[src/rtl/game_pkg.sv]
// Shared encodings for the sliding-tile game: status codes, direction bits, board constants.
// Latency: n/a (types and constants only).
// Backpressure: n/a.
package game_pkg;

  typedef enum logic [1:0] {
    CHOSE_BOARD  = 2'b00,
    GAMING       = 2'b01,
    GAME_INITIAL = 2'b10,
    WINNED       = 2'b11
  } status_e;

  // Bit positions within the act / direction vectors
  localparam int UP    = 0;
  localparam int DOWN  = 1;
  localparam int LEFT  = 2;
  localparam int RIGHT = 3;

  localparam int          CELL_W  = 3;
  localparam int          BOARD_W = 4 * CELL_W;
  localparam logic [11:0] SOLVED  = 12'b000_011_010_001;

endpackage

[src/rtl/tile_mover.sv]
// Applies one one-hot directional move to a 2x2 board; illegal moves or a missing blank leave it unchanged.
// Latency: purely combinational.
// Backpressure: none; result is valid whenever inputs are.
module tile_mover
  import game_pkg::*;
#(
  parameter int CW = game_pkg::CELL_W
) (
  input  logic [4*CW-1:0] board_i,
  input  logic [3:0]      dir_i,
  output logic [4*CW-1:0] board_o
);

  logic       has_blank;
  logic [1:0] bp;
  logic [1:0] other;
  logic       legal;

  // Locate the blank (lowest index wins), check legality, swap blank with its neighbour
  always_comb begin
    board_o   = board_i;
    has_blank = 1'b0;
    bp        = 2'd0;
    other     = 2'd0;
    legal     = 1'b0;
    // Descending scan so the lowest-index blank is the one that sticks
    for (int i = 3; i >= 0; i--) begin
      if (board_i[i*CW +: CW] == '0) begin
        has_blank = 1'b1;
        bp        = i[1:0];
      end
    end
    // Index layout: bit1 = row (0 top), bit0 = column (0 left)
    if (dir_i[UP]) begin
      legal = ~bp[1];
      other = bp + 2'd2;
    end else if (dir_i[DOWN]) begin
      legal = bp[1];
      other = bp - 2'd2;
    end else if (dir_i[LEFT]) begin
      legal = ~bp[0];
      other = bp + 2'd1;
    end else if (dir_i[RIGHT]) begin
      legal = bp[0];
      other = bp - 2'd1;
    end
    if (has_blank && legal) begin
      board_o[other*CW +: CW] = board_i[bp*CW +: CW];
      board_o[bp*CW +: CW]    = board_i[other*CW +: CW];
    end
  end

endmodule

[src/rtl/play_controller.sv]
// Move engine: loads the selected board, applies one move per button press, flags the solved board.
// Latency: board and win_flag update on the same edge that first samples a press.
// Backpressure: none; one move per rising edge of a button, holds ignored.
module play_controller
  import game_pkg::*;
#(
  parameter int          CELL_W = game_pkg::CELL_W,
  parameter logic [11:0] SOLVED = game_pkg::SOLVED
) (
  input  logic                clk,
  input  logic                reset,
  input  logic [1:0]          game_status,
  input  logic [3:0]          act,
  input  logic [4*CELL_W-1:0] origin_bd,
  output logic [4*CELL_W-1:0] out_pc,
  output logic                win_flag
);

  logic [4*CELL_W-1:0] board_q, board_d;
  logic [4*CELL_W-1:0] moved;
  logic [3:0]          act_q;
  logic [3:0]          press;
  logic [3:0]          dir;
  logic                win_q, win_d;

  assign press = act & ~act_q;

  // Keep only the highest-priority press: up > down > left > right
  always_comb begin
    dir = 4'b0000;
    if (press[UP])         dir[UP]    = 1'b1;
    else if (press[DOWN])  dir[DOWN]  = 1'b1;
    else if (press[LEFT])  dir[LEFT]  = 1'b1;
    else if (press[RIGHT]) dir[RIGHT] = 1'b1;
  end

  tile_mover #(.CW(CELL_W)) u_mover (
    .board_i (board_q),
    .dir_i   (dir),
    .board_o (moved)
  );

  // Next board and win state selected by game phase
  always_comb begin
    board_d = board_q;
    win_d   = win_q;
    case (status_e'(game_status))
      CHOSE_BOARD, GAME_INITIAL: begin
        board_d = origin_bd;
        win_d   = 1'b0;
      end
      GAMING: begin
        if (|press) board_d = moved;
        // Checked on the next board so an already-solved load wins immediately
        win_d = win_q | (board_d == SOLVED);
      end
      default: begin
        // WINNED: board frozen, win_flag holds
      end
    endcase
  end

  // State registers; act_q tracks act in every phase so held buttons never fire on entry
  always_ff @(posedge clk or negedge reset) begin
    if (!reset) begin
      board_q <= '0;
      act_q   <= 4'b0000;
      win_q   <= 1'b0;
    end else begin
      board_q <= board_d;
      act_q   <= act;
      win_q   <= win_d;
    end
  end

  assign out_pc   = board_q;
  assign win_flag = win_q;

endmodule

[config.mk]
export PLATFORM = sky130hd
export DESIGN_NAME = play_controller
export DESIGN_NICKNAME = d
export VERILOG_FILES = /design/src/rtl/game_pkg.sv /design/src/rtl/tile_mover.sv /design/src/rtl/play_controller.sv
export SDC_FILE = /design/constraint.sdc
export NUM_CORES = 1
export LEC_CHECK = 0
export CAP_MARGIN = 20
export CORE_UTILIZATION = 46
export DETAILED_ROUTE_END_ITERATION = 10
export GPL_ROUTABILITY_DRIVEN = 0
export MAX_ROUTING_LAYER = met4
export PLACE_DENSITY = 0.72
export SETUP_SLACK_MARGIN = 0.4
export SLEW_MARGIN = 20
export SYNTH_ARGS = -nofsm -noshare
export SYNTH_HDL_FRONTEND = slang
export SYNTH_SLANG_ARGS = --single-unit
[constraint.sdc]
create_clock -name clk -period 3.5 [get_ports clk]
set_input_delay 0.525 -clock clk [delete_from_list [all_inputs] [get_ports clk]]
set_output_delay 0.525 -clock clk [all_outputs]
set_load 0.005 [all_outputs]
Yosys cells after proc, flatten, opt, wreduce, memory -nomap -nowiden
Cells that the tools add are included.
- $add $sub $neg: 6
- multipliers: 2
- eq/ne operators: 3
- shifts and indexed selects: 6
- multiplexer cells: 30
- bitwise gates (word level): 5
- reductions and logical operators: 9
- operators with widths (operator ; count):
    $neg A4 Y34 ; 2
    $shift A3 B34 Y12 const A ; 2
    $shiftx A3 B34 Y12 ; 2
    $mux W12 ; 3
    $bwmux W12 ; 2
    $pmux W12 S2 ; 1
    $shiftx A12 B5 Y3 ; 2
    $mux W2 ; 9
    $mux W1 ; 13
    $eq A12 B8 Y1 const B ; 1
    $logic_not A3 Y1 ; 4
    $mul A2 B2 Y4 const B ; 2
    $and A4 B4 Y4 ; 1
    $not A4 Y4 ; 1
    $reduce_or A4 Y1 ; 1
    $mux W3 ; 1
    $add A2 B1 Y2 const B ; 1
    $add A2 B2 Y2 const B ; 1
    $eq A2 B1 Y1 const B ; 1
    $eq A2 B2 Y1 const B ; 1
    $logic_not A2 Y1 ; 1
    $not A1 Y1 ; 2
    $pmux W1 S2 ; 1
    $reduce_bool A2 Y1 ; 1
    5 further kinds ; 5
- flip-flop bits (word level): 17
- input port bits: 20
- output and inout bits: 13
- logic and storage cells: 64

Logic depth before layout (Yosys ltp)
Gate-level depths: netlist of the first run.
- depth after elaboration: 21
- depth in mapped cells: 16
- depth with buffers taken out: 16

Hierarchy
From an unflattened synthesis of the first run, not the netlist that was laid out.
- cell total of the unflattened synthesis: 206
- area, all modules: 1715.4 sq um
- by module, submodules not included (module ; instances ; cells an instance ; area an instance (sq um) ; seq. area each (sq um)):
    play_controller ; 1 ; 81 ; 870.8 ; 425.4
    tile_mover ; 1 ; 125 ; 844.6 ; 0.0

Least setup slack after synthesis of the first run
OpenSTA, ideal clock, no wires.
- kind: register to register
- from: register board_q[8], in the netlist out_pc[8]
- to: register win_q, in the netlist win_flag
- library setup time: 0.095 ns
- arrival time: 3.509 ns
- data required time: 3.405 ns
- slack: -0.105 ns
- stages on the path, launching flop included: 17
- path buffers: 0
- clock period less this slack: 3.605 ns
- path through: dfrtp_1 > or3_1 > a21oi_1 > nor2_1 > inv_1 > ha_1 > and3_2 > o22ai_4 > inv_4 > ha_1 > inv_1 > o41a_2 > o21ai_1 > nand2_1 > o41ai_1 > nand4_1 > o31ai_1
- cells in the longest elaborated chain, start to end: 20
- elaborated cells on any way between the ends: 40
- classes of those cells: 6 x add/sub; 2 x mul; 1 x eq/ne; 6 x shift; 20 x mux; 3 x bitwise; 2 x reduce/logical
- ends and longest elaborated chain (element ; line ; RTL):
    start, declared ; play_controller.sv:19 ; logic [4*CELL_W-1:0] board_q, board_d;
    start signal, assigned ; play_controller.sv:70 ; board_q <= board_d;
    $logic_not A3 Y1 ; tile_mover.sv:28 ; if (board_i[i*CW +: CW] == '0) begin
    $mux W2 (3 in a row) ; tile_mover.sv:28 ;
    $sub A2 B1 Y2 ; tile_mover.sv:45 ; other = bp - 2'd1;
    $mux W2 ; tile_mover.sv:43 ; end else if (dir_i[RIGHT]) begin
    $mux W2 ; tile_mover.sv:40 ; end else if (dir_i[LEFT]) begin
    $mux W2 ; tile_mover.sv:37 ; end else if (dir_i[DOWN]) begin
    $mux W2 ; tile_mover.sv:34 ; if (dir_i[UP]) begin
    $mul A2 B2 Y4 ; tile_mover.sv:48, tile_mover.sv:49 ;
    [2 not listed] ; - ;
    $bwmux W12 ; tile_mover.sv:48 ; board_o[other*CW +: CW] = board_i[bp*CW +: CW];
    $bwmux W12 ; tile_mover.sv:49 ; board_o[bp*CW +: CW] = board_i[other*CW +: CW];
    $mux W12 ; tile_mover.sv:47 ; if (has_blank && legal) begin
    $mux W12 (*) ; play_controller.sv:53 ; if (|press) board_d = moved;
    $mux W12 (*) ; play_controller.sv:47 ; case (status_e'(game_status))
    $eq A12 B8 Y1 (*) ; play_controller.sv:55 ; win_d = win_q | (board_d == SOLVED);
    $or A1 B1 Y1 (*) ; play_controller.sv:55 ;
    $pmux W1 S2 (*) ; play_controller.sv:47 ;
    end signal, assigned ; play_controller.sv:72 ; win_q <= win_d;
    end, declared ; play_controller.sv:24 ; logic win_q, win_d;
Every way passes the cells marked *; elsewhere a longest branch is shown, timed or not. The select of a mux whose other input is x is not followed.
A chain may end at the register's enable or synchronous reset.

Worst setup path in the final report of the first run
- from: register board_q[11], in the netlist out_pc[11]
- to: register win_q, in the netlist win_flag
- cells in the longest elaborated chain, start to end: 21
- elaborated cells on any way between the ends: 42
- classes of those cells: 6 x add/sub; 2 x mul; 1 x eq/ne; 6 x shift; 22 x mux; 3 x bitwise; 2 x reduce/logical
- ends and longest elaborated chain (element ; line):
    $logic_not A3 Y1 ; tile_mover.sv:28
    $mux W2 (4 in a row) ; tile_mover.sv:28
    $sub A2 B1 Y2 ; tile_mover.sv:45
    $mux W2 ; tile_mover.sv:43
    $mux W2 ; tile_mover.sv:40
    $mux W2 ; tile_mover.sv:37
    $mux W2 ; tile_mover.sv:34
    $mul A2 B2 Y4 ; tile_mover.sv:48, tile_mover.sv:49
    [2 not listed] ; -
    $bwmux W12 ; tile_mover.sv:48
    $bwmux W12 ; tile_mover.sv:49
    $mux W12 ; tile_mover.sv:47
    $mux W12 (*) ; play_controller.sv:53
    $mux W12 (*) ; play_controller.sv:47
    $eq A12 B8 Y1 (*) ; play_controller.sv:55
    $or A1 B1 Y1 (*) ; play_controller.sv:55
    $pmux W1 S2 (*) ; play_controller.sv:47
Marks and branches as above.

==> results.tsv, run 1 <==
metric	value	unit
P_leak	0.906	nW
synthesized cell area	1530	um^2
FP Rows	20	
Data arrival, critical path	3520	ps
sequential area share after synthesis	27.8	%
Antenna Diode Count	0	
worst slew pin tran	738	ps
most used flip-flop cell after synthesis	dfrtp_1	
CTS tree	yes	
Pwr Total	922	uW
dominant cell type by area after synthesis	dfrtp_1	
top cell type's share of synthesized area	27.8	%
worst-path fanout max	3	
Yosys cell types	50	
fraction of layout cells with a size suffix above 1	40.9	%
Post-synth EDFFs	0	
achievable clock frequency	301	MHz
Tmin final	3320	ps
CTS sink count	17	
total grt overflow	0	
critical path endpoint category	flop	
Root Driver	clkbuf_4	
clock latency on the worst-skew pair	290	ps
Slew HR	50.6	%
Setup WS pre-CTS	-54.4	ps
initial antenna violation count	0	
CTS HTree Levels	1	
most common cell in the netlist	nand2_1	
Seq cells post-synth	17	
drt first-iter violations	109	
vias in the first global route	1572	
Hold Crit Class	flop to flop	
yosys warns	0	
# IOs	33	
Die X	59.7	um
crit path kind	flop to flop	
Port Buffers	32	
top post-synthesis cells by area	dfrtp_1 (28%), mux2_2 (8.8%), mux2i_1 (6.5%)	
Peak VDD IR	317	uV
Final setup viols	0	
DRC viols	0	
Synth top cells by count	nand2_1 (18), dfrtp_1 (17), mux2_2 (12), mux2i_1 (10), o21ai_0 (9)	
Via Count	1601	
clock buffer depth	2	
Clock Skews	1.12	ps
full die area	3570	um^2
total track usage	30.0	%
maximum number of pins on one net before global-route repair	20	
clock transition at the registers of the reported paths	90	ps
Final #Nets	253	
drt wl/cell	18.0	um
Core Region	3100	um^2
final antenna-violating net count	0	
Initial Util	49.4	%
post-synthesis cell count	166	
PwrDens	402	nW/um^2
vias per std cell	5.95	
Area growth, synth to finish	49.6	%
CP startpoint kind	flop	
fin util	73.9	%
first-pass GRT wire length	7.51	mm
status	finished clean	
Worst EP required	3700	ps
HPWL after detailed placement	3.52	mm
Final WS setup	182	ps
Synth Area per Inst	9.23	um^2
placed cells	252	
Syn Nets	193	
Cell Count, Final, Fillers Out	269	
total wire length	4.85	mm
Die Ht	59.7	um
Max Slew Vio Count	0	
fillers	241	
drt first pass iters	4	
TritonCTS Buffers	3	
ys async rst share	100	%
Final Cycle Share	94.8	%
final hold vios	0	
RSZ-0062 raised after global routing	true	
max_cap viols	0	
-- per-layer routing --
layer | wire length, um | global-route usage, % | vias to the layer above | part of all wire (%)
met2 | 2330 | 47.6 | 57 | 48
met4 | 158 | 16.6 | 0 | 3.3
li1 | - | - | 738 | -
met5 | 0 | - | - | 0
met3 | 205 | 2.60 | 15 | 4.2
met1 | 2150 | 37.7 | 791 | 44
-- metrics by stage --
stage	TNS [ps]	hold slack, ps	area [um^2]
3_5_place_dp	-54.4	509	2060
5_1_grt	0	580	2290
4_1_cts	0	541	2240
6_report	0	547	2290
2_1_floorplan	0	229	1600
3_3_place_gp	0	495	2060
-- power breakdown --
group	internal [mW]	switching [mW]	total (mW)
Sequential	0.218	0.0211	0.239
Combinational	0.281	0.297	0.578
Clock	0.0443	0.0595	0.104
Total	0.544	0.378	0.922
-- cell type report --
cell class                      instances  area, um^2  share of cell area (%)
Sequential cell                        17         429                    18.7
Inverter                                9        36.3                    1.58
Tap cell                               44        55.1                    2.40
Timing Repair Buffer                   60         531                    23.1
Multi-Input combinational cell        135        1210                    53.0
Clock buffer                            4        26.3                    1.15
-- what timing repair did --
item | in CTS | in global routing
endpoints found under the setup margin | 9 | 13
cloned | 0 | 0
buffers inserted | 12 | 1
pin swaps | 15 | 1
gates resized for setup | 13 | 10
hold buffers | 0 | 0
-- final timing paths --
path	from	endpoint	slack, ps	cells after the start
min	win_flag	win_flag	550	2
min in group asynchronous	reset	out_pc[10]	670	1
max reg2reg	out_pc[11]	win_flag	180	17
max	out_pc[11]	win_flag	180	17
max in group asynchronous	reset	out_pc[11]	2330	1
min reg2reg	win_flag	win_flag	550	2
-- registers in the layout, indices dropped and copies added (netlist names) --
| name | count |
|---|---|
| act_q | 4 |
| out_pc | 12 |
| win_flag | 1 |
-- cell usage in the layout, fill, tap and decap left out, types with 2 or more instances in the layout --
master	Yosys	final
clkdlybuf4s50_1	0	32
nor3_2	2	3
nor3_1	4	2
dfrtp_2	0	3
nand2_1	18	18
o21ai_1	6	7
nor3_4	1	2
a211oi_4	1	2
nand3_1	5	5
a21oi_1	6	4
or3_1	3	2
buf_4	1	28
mux2i_2	0	3
o21ai_2	3	3
o211ai_1	2	2
dfrtp_1	17	14
and2_1	2	2
nor2_1	7	6
mux2i_1	10	7
or3_4	1	2
clkbuf_4	0	3
ha_4	0	2
nand4_1	3	3
and2b_2	3	3
inv_1	6	4
mux2_2	12	12
o21ai_0	9	7
ha_1	7	5
inv_2	2	4
or2b_2	3	3
-- cell families (layout without fill, tap and decap cells) --
group	count (synthesis)	count (layout)	synth area share, %
AO/OA/AOI/OAI	46	46	23.4
multiplexers	23	23	16.8
buffers and inverters	14	73	4.25
flip-flops	17	17	27.8
adder cells (fa/ha/maj)	7	7	5.71
AND/OR/NAND/NOR	59	59	22.0
-- worst max-delay path: stages (launching register included) --
cell      delay (ps)
dfrtp_2          440
buf_4            140
nor3_4           260
a21oi_4          100
nor2_4           130
inv_2             60
ha_4             270
o211ai_1         150
o22ai_4          180
inv_4             60
ha_4             260
inv_2             30
o41a_4           420
o21ai_4          180
nand2_1           80
o41ai_2           60
nand4_1          140
o31ai_1          250
No activity file was read; power rests on OpenSTA's default activity.
==> run 2: changes to the inputs <==
- CORE_UTILIZATION: 46 -> 50
- PLACE_DENSITY: 0.72 -> 0.75
- SLEW_MARGIN: 20 -> 0
- clock period: 3.5 -> 4.2 ns (I/O delays scaled with it)
==> results.tsv, run 2 (synthesized netlist as in run 1, its figures left out) <==
metric	value	unit
GRT busiest layer	met2	
most frequent CP cell	ha_1	
cell family with most CP delay	compound AO/OA/AOI/OAI gates	
Multi-input gate area	1070	um^2
total track usage	28.0	%
clock transition at the registers of the reported paths	110	ps
Area growth, synth to finish	26.9	%
Die Ht	57.4	um
total wire length	4.21	mm
worst slew pin tran	768	ps
achievable clock frequency	271	MHz
Clk pwr share	14.6	%
CP max stage cell	o41a_2	
FP Rows	19	
TritonCTS Buffers	3	
Hold Crit Class	flop to flop	
PwrDens	334	nW/um^2
status	finished clean	
hold_buf cts	0	
first-pass GRT wire length	6.80	mm
switching part of the total	42.1	%
hold_ws	552	ps
RSZ-0062 raised after global routing	false	
CP bufs+invs	2	
NetSw	274	uW
critical path endpoint category	flop	
max_cap viols	0	
CTS tree	yes	
full die area	3290	um^2
vias in the first global route	1429	
Die X	57.4	um
CTS HTree Levels	1	
Worst path max stage delay	490	ps
worst-path fanout max	6	
met3 Usage GRT	3.17	%
P_leak	0.781	nW
setup_tns	0	ps
# IOs	33	
final hold vios	0	
initial antenna violation count	0	
final antenna-violating net count	0	
commonest non-fill, non-tap cell in the layout	clkdlybuf4s50_1	
Worst EP required	4420	ps
most frequent cells in the layout	clkdlybuf4s50_1 (32), nand2_1 (18), dfrtp_1 (16), mux2_2 (12), mux2i_1 (10)	
crit path kind	flop to flop	
CTS sink count	17	
Final setup viols	0	
Slew HR	48.4	%
Root Driver	clkbuf_4	
HPWL after detailed placement	3.18	mm
Comb pwr share	52.3	%
Peak VDD IR	163	uV
Tmin final	3690	ps
drt wl/cell	18.2	um
max FFs per register	12	
Core Region	2830	um^2
Initial Util	54.2	%
Via Count	1460	
Storage cell area	427	um^2
Clock Skews	11.3	ps
fillers	223	
Antenna Diode Count	0	
clock buffer depth	2	
Port Buffers	32	
DRC viols	0	
drt first pass iters	4	
sequential share of power	33.2	%
vias per std cell	6.32	
Final #Nets	228	
Data arrival, critical path	3910	ps
drt first-iter violations	95	
M2 GR Usage	41.4	%
met1 usage	39.7	%
Int Power	377	uW
fraction of layout cells with a size suffix above 1	25.0	%
Max Slew Vio Count	0	
CP startpoint kind	flop	
worst path cell trace	or3_4, a211oi_4, ha_1, and3_2, o22ai_4, inv_4, ha_1, inv_1, o41a_2, o21ai_2, nand2_1, o41ai_1, nand4_1, o31ai_1	
maximum number of pins on one net before global-route repair	20	
Final Cycle Share	87.8	%
total grt overflow	0	
clock latency on the worst-skew pair	310	ps
[run 2: what timing repair did]
item	4_1_cts	5_1_grt
resized for setup	3	5
pin swaps	1	2
cloned	0	0
buffers inserted	1	1
setup endpoints to repair	2	2
[run 2: per-layer routing]
metal | share of wire, % | vias up
met5 | 0 | -
met4 | 2.1 | 0
met3 | 6.3 | 11
met2 | 46 | 69
met1 | 46 | 695
li1 | - | 685
[run 2: stage by stage]
step	setup slack [ps]	total power, mW	utilization (%)	std cells	cell area, um^2
after global routing	399	0.682	68.8	231	1950
after floorplan	595	0.423	-	166	1530
after detailed placement	239	0.532	66.1	225	1870
after CTS	458	0.633	67.7	230	1920
after global placement	414	0.525	66.1	225	1870
final	514	0.651	68.8	231	1950
[run 2: layout make-up]
class,count,area share [%]
multi-input cells,135,55.2
flip-flops and latches,17,21.9
well taps,31,1.99
clock buffers,4,1.35
repair buffers,35,17.6
inverters,9,1.86
[run 2: power by group through the flow]
| stage | combinational (mW) | sequential (mW) | clock, mW |
|---|---|---|---|
| finish | 0.340 | 0.216 | 0.0948 |
| floorplan | 0.215 | 0.208 | 0 |
| detailed placement | 0.315 | 0.216 | 0 |
| global route | 0.363 | 0.218 | 0.101 |
| CTS | 0.323 | 0.214 | 0.0963 |
| global placement | 0.310 | 0.215 | 0 |
[run 2: path summary, 6_finish.rpt]
path / start / endpoint / slack (ps) / cells past startpoint
hold reg to reg: win_flag / win_flag / 550 / 2
max in group asynchronous: reset / out_pc[6] / 2910 / 1
min in group asynchronous: reset / win_flag / 760 / 1
setup / recovery: out_pc[10] / win_flag / 510 / 14
setup reg to reg: out_pc[10] / win_flag / 510 / 14
hold / removal: win_flag / win_flag / 550 / 2
[run 2: worst reg2reg max path, cell delays in order (launching register included)]
cell	delay, ps
dfrtp_1	470
or3_4	430
a211oi_4	380
ha_1	360
and3_2	220
o22ai_4	140
inv_4	80
ha_1	280
inv_1	40
o41a_2	490
o21ai_2	170
nand2_1	70
o41ai_1	110
nand4_1	150
o31ai_1	220
